===== src/rtl/fpu_op_sequencer.sv =====
// fpu_op_sequencer
//   Issue stage in front of the FPU add/mul ALU. Commands are buffered in a
//   DEPTH-entry FIFO, issued one at a time as a single-cycle o_alu_vld pulse,
//   and each ALU answer is returned in order with its tag. If the ALU stays
//   silent for TIMEOUT cycles, a quiet NaN is returned with o_res_timeout set.
//
//   State | meaning
//   IDLE  | no operation outstanding; issue the FIFO head when one is present
//   WAIT  | operation issued, waiting for the ALU result or the timeout
//   HOLD  | result presented on the result port until i_res_rdy
//
// Ports
//   clk, rst                          clock, async active-high reset
//   i_cmd_vld/o_cmd_rdy               command handshake
//   i_cmd_a/b/op/tag                  command operands, opcode (1 = mul), tag
//   o_alu_a/b/op, o_alu_vld           issue port to the ALU
//   i_alu_res/_res_vld/_ovf           ALU answer
//   o_res_vld/i_res_rdy               result handshake
//   o_res/_ovf/_tag/_timeout          result payload

module fpu_op_sequencer #(
    parameter int DEPTH   = 4,
    parameter int TAG_W   = 4,
    parameter int TIMEOUT = 16
) (
    input  logic             clk,
    input  logic             rst,
    input  logic             i_cmd_vld,
    output logic             o_cmd_rdy,
    input  logic [31:0]      i_cmd_a,
    input  logic [31:0]      i_cmd_b,
    input  logic             i_cmd_op,
    input  logic [TAG_W-1:0] i_cmd_tag,
    output logic [31:0]      o_alu_a,
    output logic [31:0]      o_alu_b,
    output logic             o_alu_op,
    output logic             o_alu_vld,
    input  logic [31:0]      i_alu_res,
    input  logic             i_alu_res_vld,
    input  logic             i_alu_ovf,
    output logic             o_res_vld,
    input  logic             i_res_rdy,
    output logic [31:0]      o_res,
    output logic             o_res_ovf,
    output logic [TAG_W-1:0] o_res_tag,
    output logic             o_res_timeout
);

    localparam int PTR_W  = $clog2(DEPTH);
    localparam int CNT_W  = $clog2(DEPTH + 1);
    localparam int WCNT_W = $clog2(TIMEOUT);
    localparam int ENT_W  = 65 + TAG_W;
    localparam logic [31:0] QNAN = 32'h7FC0_0000;

    typedef enum logic [1:0] {IDLE, WAIT, HOLD} state_t;

    state_t             state_q;
    logic [PTR_W-1:0]   wr_ptr_q, rd_ptr_q;
    logic [CNT_W-1:0]   count_q;
    logic [WCNT_W-1:0]  wcnt_q;
    logic [ENT_W-1:0]   mem_q [DEPTH];
    logic [TAG_W-1:0]   pend_tag_q;

    logic [31:0]        alu_a_q, alu_b_q, res_q;
    logic               alu_op_q, alu_vld_q, res_vld_q, res_ovf_q, res_tmo_q;
    logic [TAG_W-1:0]   res_tag_q;

    logic               push, pop;
    logic [31:0]        head_a, head_b;
    logic               head_op;
    logic [TAG_W-1:0]   head_tag;

    assign o_cmd_rdy = (count_q < CNT_W'(DEPTH));
    assign push      = i_cmd_vld && o_cmd_rdy;
    // The pop is the issue transition itself.
    assign pop       = (state_q == IDLE) && (count_q != '0);

    assign {head_a, head_b, head_op, head_tag} = mem_q[rd_ptr_q];

    // Storage needs no reset: only the pointers and count define validity.
    always_ff @(posedge clk) begin
        if (push) begin
            mem_q[wr_ptr_q] <= {i_cmd_a, i_cmd_b, i_cmd_op, i_cmd_tag};
        end
    end

    always_ff @(posedge clk or posedge rst) begin
        if (rst) begin
            state_q    <= IDLE;
            wr_ptr_q   <= '0;
            rd_ptr_q   <= '0;
            count_q    <= '0;
            wcnt_q     <= '0;
            pend_tag_q <= '0;
            alu_a_q    <= '0;
            alu_b_q    <= '0;
            alu_op_q   <= 1'b0;
            alu_vld_q  <= 1'b0;
            res_q      <= '0;
            res_vld_q  <= 1'b0;
            res_ovf_q  <= 1'b0;
            res_tmo_q  <= 1'b0;
            res_tag_q  <= '0;
        end else begin
            if (push) wr_ptr_q <= wr_ptr_q + PTR_W'(1);
            if (pop)  rd_ptr_q <= rd_ptr_q + PTR_W'(1);
            case ({push, pop})
                2'b10:   count_q <= count_q + CNT_W'(1);
                2'b01:   count_q <= count_q - CNT_W'(1);
                default: count_q <= count_q;
            endcase

            case (state_q)
                IDLE: begin
                    if (pop) begin
                        alu_a_q    <= head_a;
                        alu_b_q    <= head_b;
                        alu_op_q   <= head_op;
                        pend_tag_q <= head_tag;
                        alu_vld_q  <= 1'b1;
                        wcnt_q     <= '0;
                        state_q    <= WAIT;
                    end
                end
                WAIT: begin
                    alu_vld_q <= 1'b0;
                    wcnt_q    <= wcnt_q + WCNT_W'(1);
                    // A real answer wins over a timeout in the same cycle.
                    if (i_alu_res_vld) begin
                        res_q     <= i_alu_res;
                        res_ovf_q <= i_alu_ovf;
                        res_tag_q <= pend_tag_q;
                        res_tmo_q <= 1'b0;
                        res_vld_q <= 1'b1;
                        state_q   <= HOLD;
                    end else if (wcnt_q == WCNT_W'(TIMEOUT - 1)) begin
                        res_q     <= QNAN;
                        res_ovf_q <= 1'b0;
                        res_tag_q <= pend_tag_q;
                        res_tmo_q <= 1'b1;
                        res_vld_q <= 1'b1;
                        state_q   <= HOLD;
                    end
                end
                HOLD: begin
                    if (i_res_rdy) begin
                        res_vld_q <= 1'b0;
                        state_q   <= IDLE;
                    end
                end
                default: state_q <= IDLE;
            endcase
        end
    end

    assign o_alu_a       = alu_a_q;
    assign o_alu_b       = alu_b_q;
    assign o_alu_op      = alu_op_q;
    assign o_alu_vld     = alu_vld_q;
    assign o_res_vld     = res_vld_q;
    assign o_res         = res_q;
    assign o_res_ovf     = res_ovf_q;
    assign o_res_tag     = res_tag_q;
    assign o_res_timeout = res_tmo_q;

endmodule

===== config.mk =====
export PLATFORM = sky130hd
export DESIGN_NAME = fpu_op_sequencer
export DESIGN_NICKNAME = d
export VERILOG_FILES = /design/src/rtl/fpu_op_sequencer.sv
export SDC_FILE = /design/constraint.sdc
export NUM_CORES = 1
export LEC_CHECK = 0
export CORE_MARGIN = 8
export CORE_UTILIZATION = 60
export CTS_BUF_LIST = sky130_fd_sc_hd__clkbuf_16
export CTS_CLUSTER_DIAMETER = 100
export DETAILED_ROUTE_END_ITERATION = 8
export DONT_BUFFER_PORTS = 1
export PLACE_DENSITY = 0.82
export SYNTH_ARGS = -nofsm -noshare
export SYNTH_HDL_FRONTEND = slang
export SYNTH_SLANG_ARGS = --single-unit

===== constraint.sdc =====
create_clock -name clk -period 8.9 [get_ports clk]
set_input_delay 0.445 -clock clk [delete_from_list [all_inputs] [get_ports clk]]
set_output_delay 0.445 -clock clk [all_outputs]
set_load 0.02 [all_outputs]

; ---- Word level (Yosys, flattened, before mapping)
; Memory sizes are Yosys's and may differ from the RTL's. A register that Yosys moved wholly into a read port is not among the register bits.
; Index checks and enable logic that the tools add are counted.
; Widths: inputs -> output; s select.
[word_totals]
reg_bits = 53
latch_bits = 0
ram_bits = 276
mem_bits_ro = 0
output_inout_bits = 106
elab_cells = 62
mem_count = 1
[op_classes]
add_sub_neg = 5
multipliers = 0
n_div = 0
n_lt_le_gt_ge = 1
eq_ne = 8
shift = 0
n_mux = 23
bitwise = 0
reduce_logical = 13
[memory_table]
columns = memory, words, word_bits, rd, rd_clocked_by_memory_dff, wr, line_no
row1 = mem_q, 4, 69, 1, 1, 1, 61  ; logic [ENT_W-1:0] mem_q [DEPTH];
[op_table]
columns = cell, count
row1 = $mux 32, 2
row2 = $mux 4, 3
row3 = $mux 1, 9
row4 = $mux 2, 4
row5 = $pmux 4 s2, 1
row6 = $reduce_bool 2->1, 4
row7 = $pmux 2 s3, 1
row8 = $pmux 3 s2, 1
row9 = $reduce_and 2->1, 3
row10 = $reduce_and 3->1, 2
row11 = $add 2x1->2 const B, 2
row12 = $add 4x1->4 const B, 1
row13 = $eq 2x1->1 const B, 2
row14 = $eq 2x2->1 const B, 2
row15 = $eq 4x4->1 const B, 1
row16 = $ne 2x2->1 const B, 2
row17 = $pmux 1 s2, 2
row18 = $add 3x1->3 const B, 1
row19 = $lt 3x3->1 const B, 1
row20 = $ne 3x3->1 const B, 1
row21 = $reduce_bool 3->1, 1
row22 = $sub 3x1->3 const B, 1
row23 = $logic_and 1x1->1, 2
row24 = $logic_not 2->1, 1

; ---- Longest topological paths before layout
; Gate-level depths: netlist (run 1).
[depth]
ltp_word = 4
ltp_mapped = 11
ltp_nobuf = 9

; ---- Worst setup path after synthesis (run 1)
; No wires, ideal clock.
[synth_timing]
kind = input port to flip-flop
startpoint = input i_cmd_vld
endpoint = memory mem_q[0][0] (netlist bit) (enable)
setup_time_ns = 0.435
arrival_ns = 2.433
required_ns = 8.465
slack_ns = 6.032
path_stages = 3
cell_sequence = nor2b_1 > clkbuf_1 > and2_1
[synth_via]
elab_chain_cells = 3
[synth_lines]
columns = item, line_no
row1 = "start, declared", 28  ; input logic i_cmd_vld,
row2 = $logic_and 1x1->1, 74  ; assign push = i_cmd_vld && o_cmd_rdy;
row3 = $mux 1, 82  ; if (push) begin
row4 = $mux 1 (not written as such), 83  ; mem_q[wr_ptr_q] <= {i_cmd_a, i_cmd_b, i_cmd_op, i_cmd_tag};
row5 = "end, declared", 61
; Every way passes these cells.

; ---- Final worst setup path (run 1)
[layout_timing]
startpoint = register count_q[0]
endpoint = register count_q[1]
[layout_via]
elab_chain_cells = 4
elab_cells_between_ends = 10
[layout_lines]
columns = item, line_no
row1 = "start, declared", 59  ; logic [CNT_W-1:0] count_q;
row2 = "start signal, assigned", 108  ; 2'b10: count_q <= count_q + CNT_W'(1);
row3 = "start signal, assigned", 109  ; 2'b01: count_q <= count_q - CNT_W'(1);
row4 = "start signal, assigned", 110  ; default: count_q <= count_q;
row5 = $lt 3x3->1 / $reduce_bool 3->1 (equally long branches), "73, 76"
row6 = "$logic_and 1x1->1, on equally long branches", "74, 76"
row7 = $eq 2x1->1 / $eq 2x2->1 (equally long branches), 107  ; case ({push, pop})
row8 = $pmux 3 s2 / $reduce_bool 2->1 (equally long branches), --
; Parallel ways exist; a longest one is shown, timed or not.
; A chain may end at the register's enable or synchronous reset.

==> results.yml, run 1 <==
floorplanning:
  dieArea_sq_um: 30400
  io-pin-count: 213
  chipHeight_um: 174
  initial_core_util: 0.604
  fp.dieW_um: 174
  num_rows: 58
  core-area_sq_um: 24900
clock_tree:
  cts_sinks: 398
  numCtsBuffers: 39
  clk_latency_ns: 0.52
  ctsResizeCount: 0
  cts_tree: "built"
  clockBufferDepth: 3
  cts.root.buffer_cell: "clkbuf_16"
  path_clk_slew_ns: 0.06
  htreeDepth: 2
synthesis:
  synthCells: 671
  post-synth-top-count-cell: "edfxtp_1"
  synth.yosys.warnings: 0
  synth.top_cell.area_share: 0.551
  avgSynthCellArea_sq_um: 22.4
  syn_area_sq_um: 15000
  yosys-top-cells-area: "edfxtp_1, dfrtp_1, mux4_2, mux2_4, a22o_1"
  synth_fp_nets: 785
  async_flop_share: 0.307
  synth.largest_area_cell: "edfxtp_1"
  ys_ff_latch: 398
  synth_edf_count: 276
  synth_common_cells: "edfxtp_1, dfrtp_1, mux4_2, mux2_4, a22o_1"
  synth_flop_cell: "edfxtp_1"
  ys_types: 36
  yosysSeqAreaShare: 0.754
power_and_ir_drop:
  combPwrFrac: 0.247
  switching_share: 0.316
  leakagePower_nw: 6.27
  p_seq_frac: 0.500
  p_int_w: 0.00433
  power_w: 0.00634
  power.share.clock: 0.254
  p_per_area_nw_per_um2: 367
  ir_drop_v: 0.000285
  p_sw_w: 0.00201
critical_path:
  start_kind: "flop"
  crit_fanout: 71
  r2r-start: "count_q[0]"
  critPathLaunch: "count_q[0]"
  rr_worst_depth: 7
  r2r_setup_slack_ns: 6.25
  cp-endpoint: "count_q[1]"
  worstPathArrival_ns: 3.08
  path_class: "reg -> reg"
  endpoint_kind: "flop"
  cp.required_ns: 9.33
  rr_endpoint: "count_q[1]"
placed_design:
  dp_hpwl_mm: 16.1
  portBuffers: 0
  place.gp.congestion: 0.766
routing:
  drtAntennaViolNets: 0
  drt_iter0_drc: 415
  dr.pass1.iters: 5
  via_per_inst: 6.02
  totalWireLength_mm: 29.8
  drc: 0
  num_vias: 6771
  wl_per_cell_um: 26.5
status:
  outcome: "completed"
cells_and_area:
  final_nets: 877
  regArea_sq_um: 11300
  n_fill_cell: 1446
  multi_input_area_sq_um: 3330
  final_core_util: 0.693
  syn_to_final_growth_pct: 14.8
  drive_above_1_share: 0.267
min_path:
  min_path_type: "in -> reg"
sta:
  fin_crit_sh: 0.298
  slew-limit-headroom: 0.243
  rsz0062_at_grt: "false"
  period_needed_ns: 2.65
  hold_violations: 0
  fmax_mhz: 377
  tightest_slew_ns: 1.14
  clock_skew_ns: 0.0162
  maxSlewViolCount: 0
  setup_viol: 0
  finalSetupTns_ns: 0
flow_run:
  max_cap_violations: 0
global_routing:
  antenna_found_initial: 1
  track_usage: 0.191
  grt_max_degree: 83
  grt.overflow.total: 0
  grt_pass1_wl_mm: 44.6
  grt_pass1_vias: 7383
==> layer usage <==
| metal | track usage | vias to the layer above | part of all wire |
|---|---|---|---|
| met4 | 0.0460 | 0 | 0.016 |
| met5 | 0 | - | 0 |
| met1 | 0.224 | 3547 | 0.38 |
| met3 | 0.0768 | 45 | 0.11 |
| li1 | - | 2866 | - |
| met2 | 0.324 | 313 | 0.50 |
==> registers in the layout, summed over array words and instances (netlist names), 2 cells and up <==
| name | flops |
|---|---|
| rd_ptr_q | 2 |
| o_res_tag | 4 |
| count_q | 3 |
| wcnt_q | 4 |
| mem_q | 276 |
| o_alu_b | 32 |
| pend_tag_q | 4 |
| wr_ptr_q | 2 |
| o_res | 32 |
| state_q | 2 |
| o_alu_a | 32 |
==> repair_timing <==
action                    4_1_cts  5_1_grt
hold endpoints to repair      181       81
buffers inserted                0        0
hold buffers                   48       33
==> cell type report <==
class / count / area share
multi-input combinational: 230 / 0.193
sequential: 398 / 0.658
clock buffer: 40 / 0.0580
inverter: 11 / 0.00421
clock inverter: 32 / 0.0154
tap: 330 / 0.0239
timing repair buffer: 83 / 0.0479
antenna: 1 / 0.000145
==> worst min path at each step <==
stage,startpoint,end,cells past startpoint
6_report,i_cmd_b[10],mem_q[3][15],0
2_1_floorplan,pend_tag_q[0],pend_tag_q[0],1
3_3_place_gp,rst,o_res[22],1
5_1_grt,i_cmd_b[10],mem_q[3][15],0
3_5_place_dp,rst,o_res[25],1
4_1_cts,i_cmd_b[31],mem_q[2][36],0
==> per-stage QoR <==
step	hold slack (ns)	cells	cell area [sq um]	worst slack, ns
finish	0.0225	1125	17300	6.25
floorplan	0.476	671	15000	5.21
CTS	0.0000418	1091	16900	6.16
global placement	0.339	971	15200	6.24
global route	-0.00131	1125	17300	6.06
detailed placement	0.349	971	15200	6.19
==> cells in the final DEF (no fill, tap or decap), types with 2 or more instances in the layout <==
cell type	synthesis	layout
a22o_1	24	24
and2_4	0	4
buf_4	0	2
bufinv_16	0	4
clkbuf_16	0	40
clkinv_1	0	5
clkinv_2	0	8
clkinvlp_4	0	2
dfrtp_1	122	120
dfrtp_4	0	2
dlygate4sd3_1	0	81
edfxtp_1	276	276
ha_1	6	6
inv_1	10	18
inv_6	0	2
mux2_2	5	5
mux2_4	68	68
mux2i_1	2	2
mux4_2	69	69
nand2_1	10	10
nand3_1	2	2
nor2_1	3	3
nor2b_1	2	2
nor3b_1	2	2
o21ai_0	4	4
o22a_1	9	9
or3_1	2	2
xnor2_1	5	5
==> worst max-delay path, stage by stage (launching register included) <==
cell	delay [ns]
dfrtp_1	0.42
nor3_2	0.25
or3_1	0.50
clkinv_16	0.39
ha_1	0.36
inv_1	0.07
fa_1	0.41
mux2i_1	0.17
==> power groups by stage <==
stage	clock (W)	combinational, W	sequential (W)
2_1_floorplan	0	0.00151	0.00297
3_3_place_gp	0	0.00146	0.00318
3_5_place_dp	0	0.00153	0.00320
4_1_cts	0.00163	0.00156	0.00317
5_1_grt	0.00171	0.00168	0.00322
6_report	0.00161	0.00156	0.00317
==> cell families after synthesis <==
family,after synthesis,synth area share
AND/OR/NAND/NOR,29,0.0104
buffers and inverters,43,0.0252
adder cells (fa/ha/maj),7,0.00632
flip-flops,398,0.754
multiplexers,144,0.176
XOR/XNOR,6,0.00349
AO/OA/AOI/OAI,44,0.0241
No activity file was read; power rests on OpenSTA's default activity.
==> run 2, diff against run 1 <==
- clock period: 8.9 -> 2.62 ns (I/O delays scaled with it)
==> results.yml, run 2 (synthesis gave the netlist of run 1 again) <==
cells_and_area:
  final_cell_mix: "edfxtp_1, dfrtp_1, dlygate4sd3_1"
  syn_to_final_growth_pct: 18.3
  multi_input_area_sq_um: 3330
  drive_above_1_share: 0.280
  regArea_sq_um: 11300
  final_nets: 923
  largest_reg_flops: 276
  top_register: "mem_q"
  final_common_cell: "edfxtp_1"
  n_fill_cell: 1375
floorplanning:
  io-pin-count: 213
  chipHeight_um: 174
  num_rows: 58
  core-area_sq_um: 24900
  fp.dieW_um: 174
  dieArea_sq_um: 30400
  initial_core_util: 0.604
sta:
  clock_skew_ns: 0.0188
  tightest_slew_ns: 0.880
  setup_viol: 0
  slew-limit-headroom: 0.413
  fin_hold_ws_ns: 0.0422
  hold_violations: 0
  period_needed_ns: 2.24
  fmax_mhz: 447
  fin_crit_sh: 0.854
  maxSlewViolCount: 0
  finalSetupTns_ns: 0
  rsz0062_at_grt: "false"
power_and_ir_drop:
  leakagePower_nw: 6.53
  p_int_w: 0.0151
  p_seq_frac: 0.482
  combPwrFrac: 0.260
  switching_share: 0.314
  p_per_area_nw_per_um2: 1240
  p_sw_w: 0.00691
  power.share.clock: 0.258
  ir_drop_v: 0.000797
placed_design:
  portBuffers: 0
  dp_hpwl_mm: 17.9
  place.gp.congestion: 0.769
clock_tree:
  postCtsHoldBufs: 105
  ctsResizeCount: 0
  path_clk_slew_ns: 0.06
  numCtsBuffers: 40
  post-cts-setup-buffers: 0
  cts_sinks: 398
  clockBufferDepth: 3
  cts.root.buffer_cell: "clkbuf_16"
  cts_tree: "built"
  clk_latency_ns: 0.52
  htreeDepth: 2
routing:
  drtAntennaViolNets: 0
  num_vias: 6879
  wl_per_cell_um: 26.0
  via_per_inst: 5.87
  totalWireLength_mm: 30.5
  drt_iter0_drc: 582
  drc: 0
  dr.pass1.iters: 5
min_path:
  min_from: "i_cmd_vld"
  min_path_type: "in -> reg"
  holdPathStages: 2
  holdPathEnd: "wr_ptr_q[0]"
global_routing:
  grt_max_degree: 71
  antenna_found_initial: 2
  grt.overflow.total: 0
  grt_pass1_vias: 7770
  track_usage: 0.202
  grt_pass1_wl_mm: 47.1
critical_path:
  crit_fanout: 8
  path_class: "reg -> reg"
  r2r-start: "state_q[1]"
  rr_endpoint: "count_q[2]"
  endpoint_kind: "flop"
  cp.required_ns: 3.05
  r2r_setup_slack_ns: 0.38
  worstPathArrival_ns: 2.67
  start_kind: "flop"
  rr_worst_depth: 8
status:
  outcome: "completed"
flow_run:
  max_cap_violations: 0
==> run 2: changes by cell type in the layout (fill, tap and decap cells not counted) <==
cell	delta
dlygate4sd3_1	+24
clkinvlp_4	+1
clkinv_2	+1
bufinv_16	+2
clkinv_1	-1
inv_2	-1
buf_4	+15
clkinv_4	-1
buf_12	+6
==> run 2: area by class of cell <==
cell class / count / share of cell area
sequential: 398 / 0.638
multi-input combinational: 230 / 0.187
tap: 330 / 0.0232
clock buffer: 40 / 0.0563
clock inverter: 33 / 0.0181
timing repair buffer: 128 / 0.0730
inverter: 11 / 0.00401
antenna: 1 / 0.000141
==> run 2: how the worst max path moves through the flow <==
stage | start | end | slack [ns] | cells past startpoint
3_3_place_gp | state_q[1] | count_q[2] | 0.44 | 8
2_1_floorplan | state_q[1] | count_q[2] | 0.46 | 10
3_5_place_dp | state_q[1] | count_q[2] | 0.38 | 8
4_1_cts | state_q[1] | count_q[2] | 0.38 | 8
6_report | state_q[1] | count_q[2] | 0.38 | 8
5_1_grt | state_q[1] | count_q[2] | 0.27 | 8
==> run 2: critical path, stage by stage, from the launching register on <==
cell,delay [ns]
dfrtp_1,0.45
or3_1,0.61
clkinv_16,0.10
ha_1,0.17
inv_1,0.06
fa_1,0.37
xor2_1,0.15
nor2_1,0.11
xnor2_1,0.13
==> run 2: power by group through the flow <==
stage / combinational [W] / clock, W / sequential [W]
global route: 0.00614 / 0.00601 / 0.0108
finish: 0.00572 / 0.00568 / 0.0106
global placement: 0.00530 / 0 / 0.0106
floorplan: 0.00512 / 0 / 0.0101
CTS: 0.00578 / 0.00573 / 0.0106
detailed placement: 0.00556 / 0 / 0.0107
==> run 2: per-layer routing <==
layer,part of all wire,track usage
met1,0.38,0.241
met2,0.52,0.353
met3,0.085,0.0670
met4,0.015,0.0424
met5,0.00026,0
==> run 2: per-stage QoR <==
stage / setup WS, ns / util / power (W) / instances / instance area, sq um
after detailed placement: 0.384 / 0.619 / 0.0163 / 992 / 15400
final: 0.383 / 0.715 / 0.0220 / 1171 / 17800
after global placement: 0.444 / 0.619 / 0.0159 / 992 / 15400
after floorplan: 0.465 / - / 0.0152 / 671 / 15000
after CTS: 0.380 / 0.714 / 0.0221 / 1170 / 17800
after global routing: 0.266 / 0.715 / 0.0229 / 1171 / 17800
==> run 3, diff against run 2 <==
- CELL_PAD_IN_SITES_DETAIL_PLACEMENT: default -> 1
- CELL_PAD_IN_SITES_GLOBAL_PLACEMENT: default -> 2
- CORE_UTILIZATION: 60 -> 48
- PLACE_DENSITY: 0.82 -> 0.84
==> results.yml, run 3 (synthesis gave the netlist of run 1 again) <==
critical_path:
  rr_endpoint: "count_q[2]"
  worstPathArrival_ns: 2.85
  critPathLaunch: "state_q[1]"
  cp-endpoint: "count_q[2]"
  crit_fanout: 19
  start_kind: "flop"
  r2r_setup_slack_ns: 0.20
  endpoint_kind: "flop"
  r2r-start: "state_q[1]"
  path_class: "reg -> reg"
  rr_worst_depth: 8
  cp.required_ns: 3.06
cells_and_area:
  largest_reg_flops: 276
  final_cell_mix: "edfxtp_1, dfrtp_1, dlygate4sd3_1"
  top_register: "mem_q"
  final_common_cell: "edfxtp_1"
  fin_area_sq_um: 17900
  syn_to_final_growth_pct: 19.0
  final_nets: 923
  drive_above_1_share: 0.276
placed_design:
  portBuffers: 0
  place_area_sq_um: 15600
  dp_hpwl_mm: 20.1
  place.gp.congestion: 0.746
routing:
  via_per_inst: 5.58
  drtAntennaViolNets: 0
  dr.pass1.iters: 4
  drt_iter0_drc: 360
  num_vias: 6953
  wl_per_cell_um: 27.2
  totalWireLength_mm: 34.0
  drc: 0
global_routing:
  grt.overflow.total: 0
  grt_pass1_wl_mm: 51.3
  grt_max_degree: 54
  grt_pass1_vias: 7973
  track_usage: 0.185
  antenna_found_initial: 3
clock_tree:
  postCtsHoldBufs: 105
  htreeDepth: 2
  cts.root.buffer_cell: "clkbuf_16"
  cts_sinks: 398
  clockBufferDepth: 3
  ctsResizeCount: 0
  path_clk_slew_ns: 0.06
  post-cts-setup-buffers: 0
  clk_latency_ns: 0.53
  numCtsBuffers: 41
  cts_tree: "built"
sta:
  clock_skew_ns: 0.0230
  period_needed_ns: 2.42
  setup_viol: 0
  fmax_mhz: 414
  hold_violations: 0
  slew-limit-headroom: 0.248
  finalSetupTns_ns: 0
  maxSlewViolCount: 0
  rsz0062_at_grt: "false"
  fin_crit_sh: 0.923
  tightest_slew_ns: 1.12
floorplanning:
  dieArea_sq_um: 37200
  initial_core_util: 0.482
  chipHeight_um: 193
  fp.dieW_um: 193
  io-pin-count: 213
  core-area_sq_um: 31200
  num_rows: 65
power_and_ir_drop:
  ir_drop_v: 0.000781
  p_per_area_nw_per_um2: 1230
  leakagePower_nw: 6.53
flow_run:
  max_cap_violations: 0
min_path:
  min_path_type: "in -> reg"
  min_from: "i_cmd_vld"
status:
  outcome: "completed"
run 3: layer usage:
metal  vias to the layer above  part of all wire  track usage
met2                       235              0.50        0.323
met1                      3691              0.40        0.221
met3                        47             0.085       0.0599
met5                         -                 0            0
li1                       2980                 -            -
met4                         0             0.016       0.0414
run 3: power by group:
| group | switching [W] | internal (W) |
|---|---|---|
| clock | 0.00235 | 0.00313 |
| sequential | 0.00232 | 0.00838 |
| combinational | 0.00243 | 0.00338 |
run 3: stage by stage:
stage	total power (W)	hold WS (ns)	setup WS [ns]	cells	utilization
after floorplan	0.0152	0.230	0.465	671	-
after global placement	0.0161	0.230	0.291	1063	0.498
after detailed placement	0.0165	0.230	0.213	1063	0.498
after CTS	0.0222	0.0257	0.197	1244	0.573
after global routing	0.0230	0.0609	0.0642	1247	0.573
final	0.0220	0.0480	0.202	1247	0.573
run 3: worst min-delay path by stage:
stage | end | slack [ns] | depth (start not counted)
finish | wr_ptr_q[0] | 0.05 | 2
global route | wr_ptr_q[0] | 0.06 | 2
CTS | wr_ptr_q[0] | 0.03 | 2
detailed placement | mem_q[1][31] | 0.23 | 0
global placement | mem_q[2][50] | 0.23 | 0
floorplan | mem_q[0][0] | 0.23 | 0
run 3: critical path: stages, from the launching register on:
cell	delay, ns
dfrtp_1	0.47
or3_1	0.62
clkinv_16	0.21
ha_1	0.20
inv_1	0.06
fa_1	0.38
xor2_1	0.15
nor2_1	0.12
xnor2_1	0.12
run 3: layout make-up:
type                       instances  area [sq um]
clock buffer                      44          1100
timing repair buffer             127          1370
inverter                          11          71.3
antenna                            3          7.51
multi-input combinational        230          3330
clock inverter                    32           168
sequential                       398         11300
tap                              402           503
fill                            2614         13300
